`config.mk`:
```
export PLATFORM = sky130hd
export DESIGN_NAME = nibble_serial_adder_ctrl
export DESIGN_NICKNAME = d
export VERILOG_FILES = /design/src/rtl/nibble_serial_adder_ctrl.sv
export SDC_FILE = /design/constraint.sdc
export NUM_CORES = 1
export LEC_CHECK = 0
export ABC_CLOCK_PERIOD_IN_PS = 3490
export CAP_MARGIN = 20
export CORE_AREA = 2 2 82 84
export DETAILED_ROUTE_END_ITERATION = 12
export DIE_AREA = 0 0 84 86
export PLACE_DENSITY = 0.75
export SYNTH_ARGS = -nofsm -noshare
export SYNTH_HDL_FRONTEND = slang
export SYNTH_SLANG_ARGS = --single-unit
```
`constraint.sdc`:
```
create_clock -name clk -period 3.49 [get_ports clk]
set_input_delay 0.349 -clock clk [delete_from_list [all_inputs] [get_ports clk]]
set_output_delay 0.349 -clock clk [all_outputs]
set_load 0.005 [all_outputs]
```
`src/rtl/nibble_serial_adder_ctrl.sv`:
```
// nibble_serial_adder_ctrl: WIDTH-bit add/subtract sequenced through one 4-bit slice, LSB nibble first
module nibble_serial_adder_ctrl #(
    parameter int WIDTH = 16
) (
    input  logic             clk,
    input  logic             rst,
    input  logic             start,
    input  logic             op_sub,
    input  logic [WIDTH-1:0] A,
    input  logic [WIDTH-1:0] B,
    input  logic             Cin,
    output logic             busy,
    output logic             done,
    output logic [WIDTH-1:0] Sum,
    output logic             Cout,
    output logic             overflow
);
    localparam int NIB = WIDTH / 4;
    localparam int CW  = $clog2(NIB);

    typedef enum logic [1:0] {IDLE, RUN, DONE} state_t;

    state_t           state_q, state_d;
    logic [WIDTH-1:0] a_q, a_d, bx_q, bx_d, acc_q, acc_d, sum_q, sum_d;
    logic [CW-1:0]    cnt_q, cnt_d;
    logic             carry_q, carry_d, cout_q, cout_d, ovf_q, ovf_d;
    logic [4:0]       slice;
    logic [WIDTH-1:0] res;

    // Next-state and datapath: accept in IDLE/DONE, one slice pass per RUN cycle
    always_comb begin
        state_d = state_q;
        a_d     = a_q;
        bx_d    = bx_q;
        acc_d   = acc_q;
        cnt_d   = cnt_q;
        carry_d = carry_q;
        sum_d   = sum_q;
        cout_d  = cout_q;
        ovf_d   = ovf_q;
        slice   = {1'b0, a_q[{cnt_q, 2'b00} +: 4]} + {1'b0, bx_q[{cnt_q, 2'b00} +: 4]} + {4'b0, carry_q};
        res     = acc_q;
        res[{cnt_q, 2'b00} +: 4] = slice[3:0];
        if (state_q != RUN && start) begin
            a_d     = A;
            bx_d    = op_sub ? ~B : B;
            carry_d = op_sub ? 1'b1 : Cin;
            cnt_d   = '0;
            state_d = RUN;
        end else if (state_q == RUN) begin
            acc_d   = res;
            carry_d = slice[4];
            if (cnt_q == CW'(NIB - 1)) begin
                state_d = DONE;
                sum_d   = res;
                cout_d  = slice[4];
                ovf_d   = (a_q[WIDTH-1] == bx_q[WIDTH-1]) && (res[WIDTH-1] != a_q[WIDTH-1]);
            end else begin
                cnt_d = cnt_q + 1'b1;
            end
        end else if (state_q == DONE) begin
            state_d = IDLE;
        end
    end

    // State and datapath registers; reset aborts any operation in flight
    always_ff @(posedge clk) begin
        if (rst) begin
            state_q <= IDLE;
            a_q     <= '0;
            bx_q    <= '0;
            acc_q   <= '0;
            cnt_q   <= '0;
            carry_q <= 1'b0;
            sum_q   <= '0;
            cout_q  <= 1'b0;
            ovf_q   <= 1'b0;
        end else begin
            state_q <= state_d;
            a_q     <= a_d;
            bx_q    <= bx_d;
            acc_q   <= acc_d;
            cnt_q   <= cnt_d;
            carry_q <= carry_d;
            sum_q   <= sum_d;
            cout_q  <= cout_d;
            ovf_q   <= ovf_d;
        end
    end

    assign busy     = state_q == RUN;
    assign done     = state_q == DONE;
    assign Sum      = sum_q;
    assign Cout     = cout_q;
    assign overflow = ovf_q;
endmodule

```
==> results.sh, run 1 <==
export IMPL_yosysWarningCount=0
export IMPL_switchingPower_mw=0.480
export IMPL_clock_path_buffers=2
export IMPL_io_pins=57
export IMPL_place_congestion=0.798
export IMPL_synth_top_area_share_pct=43.9
export IMPL_numClockSinks=71
export IMPL_antennaDiodeCount=0
export IMPL_die_w_um=84
export IMPL_htree_num_levels=3
export IMPL_max_slew_margin_rel_pct=56.4
export IMPL_clock_latency_ns=0.34
export IMPL_cts_tree="yes"
export IMPL_drtAntennaViolNets=0
export IMPL_tightestPinTransition_ns=0.654
export IMPL_cts_root_buf="clkbuf_8"
export IMPL_rsz0062_at_grt="false"
export IMPL_totalWireLength_mm=6.73
export IMPL_holdCritPathClass="flop to flop"
export IMPL_yosysUniqueCellTypes=30
export IMPL_crit_type="flop to flop"
export IMPL_post_cts_buffers=0
export IMPL_area_growth_pct=24.2
export IMPL_critPathCaptureType="flop"
export IMPL_cp_required_ns=3.74
export IMPL_vias=2641
export IMPL_synth_cells=357
export IMPL_ys_seq_elements=71
export IMPL_hold_viol=0
export IMPL_cp_arrival_ns=3.16
export IMPL_final_cell_mix="dfxtp_1, nor2_1, clkdlybuf4s50_1"
export IMPL_drc=0
export IMPL_fin_crit_sh_pct=83.4
export IMPL_layout_commonest_cell="dfxtp_1"
export IMPL_start_util_pct=51.6
export IMPL_clockPowerShare_pct=32.8
export IMPL_start_kind="flop"
export IMPL_seq_area_frac_synth_pct=43.9
export IMPL_grt_first_pass_wirelength_mm=11.6
export IMPL_syn_area_per_cell_um2=9.08
export IMPL_path_cells="buf_4 -> mux4_2 -> ha_1 -> a21o_1 -> a21oi_1 -> xnor2_1 -> nand2_1 -> a311oi_1"
export IMPL_power_frac_comb_pct=17.1
export IMPL_yosys_area_top_type="dfxtp_1"
export IMPL_rr_worst_depth=8
export IMPL_ff_latch_area_mm2=0.00142
export IMPL_nets=455
export IMPL_setup_tns_ns=0
export IMPL_hold_slack_ns=0.455
export IMPL_clk_pin_slew_worst_paths_ns=0.07
export IMPL_dieArea_mm2=0.00722
export IMPL_slowest_stage="dfxtp_1"
export IMPL_synth_area_mm2=0.00324
export IMPL_io_buffer_count=56
export IMPL_grt_usage_pct=19.9
export IMPL_drive_gt1_share_pct=9.02
export IMPL_overflow=0
export IMPL_p_leak_nw=1.42
export IMPL_power_density_mw_per_mm2=440
export IMPL_drt_iter0_drc=145
export IMPL_coreArea_mm2=0.00628
export IMPL_grt_pass1_vias=2588
export IMPL_drt_pre_antenna_iters=4
export IMPL_p_int_mw=1.29
export IMPL_antenna_found_initial=0
export IMPL_irDropWorstVdd_mv=0.234
export IMPL_worstHoldPathCells=2
export IMPL_synth_nets=407
export IMPL_skew_ns=0.00909
export IMPL_nFillCells=554
export IMPL_die_y_um=86
export IMPL_viasPerCell=5.42
export IMPL_detail_route_wl_per_cell_um=13.8
export IMPL_cts_inserted_buffers=9
export IMPL_p_sw_share_pct=27.1
export IMPL_finalSetupViolations=0
export IMPL_cts_resized=0
export IMPL_synth_area_top_cells="dfxtp_1, a211oi_1, nor2_1"
export IMPL_status="complete, no violations"
export IMPL_multiInputGateArea_mm2=0.00167
export IMPL_crit_fanout=9
export IMPL_slowest_delay_ns=0.57
export IMPL_dp_hpwl_mm=4.82
export IMPL_grt_max_degree=68
export IMPL_max_freq_ghz=0.344
export IMPL_cts_hold_buf=0
export IMPL_p_seq_share_pct=50.1
export IMPL_slew_violations=0
export IMPL_drv_cap=0
export IMPL_post_route_min_period_ns=2.91
export IMPL_rows=29
## synth_stat cells
| cell type | number |
|---|---|
| or3_1 | 1 |
| a311oi_1 | 5 |
| inv_1 | 11 |
| mux4_2 | 8 |
| a21o_1 | 2 |
| nor4_4 | 1 |
| buf_2 | 11 |
| a31oi_1 | 1 |
| fa_1 | 2 |
| clkbuf_1 | 15 |
| nor2_1 | 55 |
| nor4b_2 | 1 |
| a221oi_1 | 6 |
| a22oi_1 | 12 |
| inv_2 | 1 |
| nor3_2 | 2 |
| nand2_1 | 43 |
| nor2b_1 | 3 |
| a211oi_1 | 33 |
| mux2_2 | 1 |
| nand2b_1 | 2 |
| nor3_1 | 8 |
| a32oi_1 | 2 |
| dfxtp_1 | 71 |
| xnor2_1 | 19 |
| o21ai_0 | 3 |
| a21oi_1 | 23 |
| ha_1 | 11 |
| nand3_1 | 2 |
| and2_1 | 2 |
## flip-flops by register name (all words and copies together), names as in the netlist
register  cells
Cout          1
Sum          16
a_q          16
acc_q        16
bx_q         16
carry_q       1
cnt_q         2
overflow      1
state_q       2
## kinds of logic (layout without fill, tap and decap cells)
logic type,Yosys count,after routing,synth area share [%]
AND/OR/NAND/NOR,120,120,16.2
AO/OA/AOI/OAI,87,87,18.6
flip-flops,71,71,43.9
buffers and inverters,38,91,4.83
XOR/XNOR,19,19,5.14
adder cells (fa/ha/maj),13,13,5.48
multiplexers,9,9,5.91
## cell type report
cell class | count | share of cell area [%]
inverter | 12 | 1.12
multi-input combinational | 248 | 41.4
clock inverter | 3 | 0.435
sequential | 71 | 35.3
tap | 77 | 2.39
timing repair buffer | 63 | 15.4
clock buffer | 13 | 3.95
## per-layer routing
metal  part of all wire, %  track usage [%]
met5                     0                0
met4                   2.0             8.65
met3                   4.6             3.95
met2                    48             34.7
met1                    45             24.1
## stage by stage
step                cells  worst slack, ns  power [mW]  cell area, um^2  utilization [%]
floorplan             357            0.788        1.11             3240                -
global placement      470            0.706        1.20             3830             61.0
detailed placement    470            0.602        1.21             3830             61.0
CTS                   486            0.601        1.79             4010             63.8
global route          487            0.361        1.86             4030             64.1
finish                487            0.580        1.77             4030             64.1
## critical path: cells and delay by family, from the launching register on
family | cells | cell delay, ns
AND/OR/NAND/NOR | 1 | 0.17
flip-flops | 1 | 0.57
AO/OA/AOI/OAI | 3 | 0.46
multiplexers | 1 | 0.54
buffers and inverters | 1 | 0.27
XOR/XNOR | 1 | 0.51
adder cells (fa/ha/maj) | 1 | 0.30
## final timing paths
| check | endpoint | slack (ns) | from |
|---|---|---|---|
| max | acc_q[11] | 0.58 | cnt_q[0] |
| min | a_q[13] | 0.46 | a_q[13] |
| max reg2reg | acc_q[11] | 0.58 | cnt_q[0] |
| min reg2reg | a_q[13] | 0.46 | a_q[13] |
## power groups by stage
stage	sequential [mW]	clock, mW	combinational [mW]
2_1_floorplan	0.895	0	0.211
3_3_place_gp	0.905	0	0.292
3_5_place_dp	0.907	0	0.299
4_1_cts	0.888	0.598	0.300
5_1_grt	0.894	0.627	0.337
6_report	0.888	0.580	0.303
Power figures use the tool's default switching activity.
==> run 2: changes to the inputs <==
- ABC_CLOCK_PERIOD_IN_PS: 3490 -> 2700
- clock period: 3.49 -> 2.7 ns (I/O delays scaled with it)
==> results.sh, run 2 (same netlist as run 1, synthesis figures left out) <==
export IMPL_status="complete, no violations"
export IMPL_tightestPinTransition_ns=0.563
export IMPL_ff_latch_area_mm2=0.00142
export IMPL_clk_pin_slew_worst_paths_ns=0.07
export IMPL_p_sw_share_pct=27.6
export IMPL_viasPerCell=5.49
export IMPL_die_w_um=84
export IMPL_post_cts_buffers=0
export IMPL_drive_gt1_share_pct=10.2
export IMPL_nFillCells=548
export IMPL_io_pins=57
export IMPL_finalNonFillerCells=489
export IMPL_grt_max_degree=72
export IMPL_drv_cap=0
export IMPL_hold_viol=0
export IMPL_cp_required_ns=2.96
export IMPL_power_density_mw_per_mm2=563
export IMPL_max_slew_margin_rel_pct=62.5
export IMPL_drt_iter0_drc=130
export IMPL_fin_area_mm2=0.00404
export IMPL_vias=2684
export IMPL_fin_crit_sh_pct=90.8
export IMPL_grt_pass1_vias=2644
export IMPL_totalWireLength_mm=6.72
export IMPL_irDropWorstVdd_mv=0.351
export IMPL_grt_first_pass_wirelength_mm=12.0
export IMPL_max_freq_ghz=0.408
export IMPL_dp_hpwl_mm=4.93
export IMPL_finalSetupViolations=0
export IMPL_crit_fanout=7
export IMPL_detail_route_wl_per_cell_um=13.7
export IMPL_switchingPower_mw=0.629
export IMPL_cts_inserted_buffers=9
export IMPL_multiInputGateArea_mm2=0.00167
export IMPL_clock_path_buffers=2
export IMPL_cts_hold_buf=0
export IMPL_place_congestion=0.792
export IMPL_skew_ns=0.00706
export IMPL_drt_pre_antenna_iters=4
export IMPL_area_growth_pct=24.8
export IMPL_rsz0062_at_grt="false"
export IMPL_final_cell_mix="dfxtp_1, nor2_1, clkdlybuf4s50_1"
export IMPL_nets=458
export IMPL_overflow=0
export IMPL_post_route_min_period_ns=2.45
export IMPL_p_seq_share_pct=50.4
export IMPL_die_y_um=86
export IMPL_clock_latency_ns=0.35
export IMPL_post_dp_cell_area_mm2=0.00387
export IMPL_layout_commonest_cell="dfxtp_1"
export IMPL_coreArea_mm2=0.00628
export IMPL_htree_num_levels=3
export IMPL_start_kind="flop"
export IMPL_io_buffer_count=56
export IMPL_setup_tns_ns=0
export IMPL_antenna_found_initial=0
export IMPL_rows=29
export IMPL_p_int_mw=1.65
export IMPL_crit_type="flop to flop"
export IMPL_power_frac_comb_pct=17.8
export IMPL_power_mw=2.28
export IMPL_dp_cells=474
export IMPL_drtAntennaViolNets=0
export IMPL_cts_root_buf="clkbuf_8"
export IMPL_drc=0
export IMPL_dieArea_mm2=0.00722
export IMPL_cts_tree="yes"
export IMPL_holdCritPathClass="primary input to flop"
export IMPL_numClockSinks=71
export IMPL_p_leak_nw=1.44
export IMPL_grt_usage_pct=20.5
export IMPL_cts_resized=0
export IMPL_cp_arrival_ns=2.71
export IMPL_antennaDiodeCount=0
export IMPL_start_util_pct=51.6
export IMPL_slew_violations=0
export IMPL_critPathCaptureType="flop"
export IMPL_clockPowerShare_pct=31.8
run 2: area by class of cell:
class | instances | area share (%)
multi-input cells | 248 | 41.4
flip-flops and latches | 71 | 35.2
well taps | 77 | 2.38
clock inverters | 4 | 0.557
repair buffers | 66 | 15.9
clock buffers | 11 | 3.50
inverters | 12 | 1.11
run 2: path summary, 6_finish.rpt:
path                 start  endpoint  slack, ns  depth (start not counted)
hold / removal         rst  acc_q[3]       0.39                          3
hold reg to reg    a_q[12]   a_q[12]       0.46                          2
setup / recovery  cnt_q[0]   Sum[11]       0.25                          7
setup reg to reg  cnt_q[0]   Sum[11]       0.25                          7
run 2: routing by layer:
metal | share of wire [%] | vias to the layer above | global-route usage [%]
met3 | 5.0 | 13 | 5.77
met1 | 43 | 1234 | 24.6
li1 | - | 1359 | -
met5 | 0 | - | 0
met2 | 50 | 78 | 35.1
met4 | 2.3 | 0 | 7.62
run 2: power groups by stage:
stage | sequential, mW | clock (mW) | combinational (mW)
4_1_cts | 1.15 | 0.734 | 0.404
6_report | 1.15 | 0.723 | 0.406
3_3_place_gp | 1.17 | 0 | 0.391
2_1_floorplan | 1.16 | 0 | 0.274
5_1_grt | 1.16 | 0.777 | 0.452
3_5_place_dp | 1.17 | 0 | 0.402
run 2: metrics by stage:
step / setup WS, ns / hold WS, ns / utilization, %
after global routing: 0.0688 / 0.415 / 64.4
after detailed placement: 0.0954 / 0.451 / 61.7
after floorplan: 0.0870 / 0.406 / -
final: 0.248 / 0.393 / 64.4
after CTS: 0.0839 / 0.394 / 64.3
after global placement: 0.186 / 0.447 / 61.7
run 2: worst max-delay path, stage by stage, from the launching register on:
cell and delay (ns):
dfxtp_2 0.37, mux4_2 0.52, fa_1 0.43, a21o_1 0.20, a21oi_1 0.23, xnor2_2 0.21, nand2_1 0.13, a311oi_1 0.27
==> run 3: changes to the inputs <==
- SKIP_CTS_REPAIR_TIMING: unset -> 1
- SLEW_MARGIN: unset -> 10
==> results of run 3 <==
Final layout, timing and power as in run 2 (identical DEF).
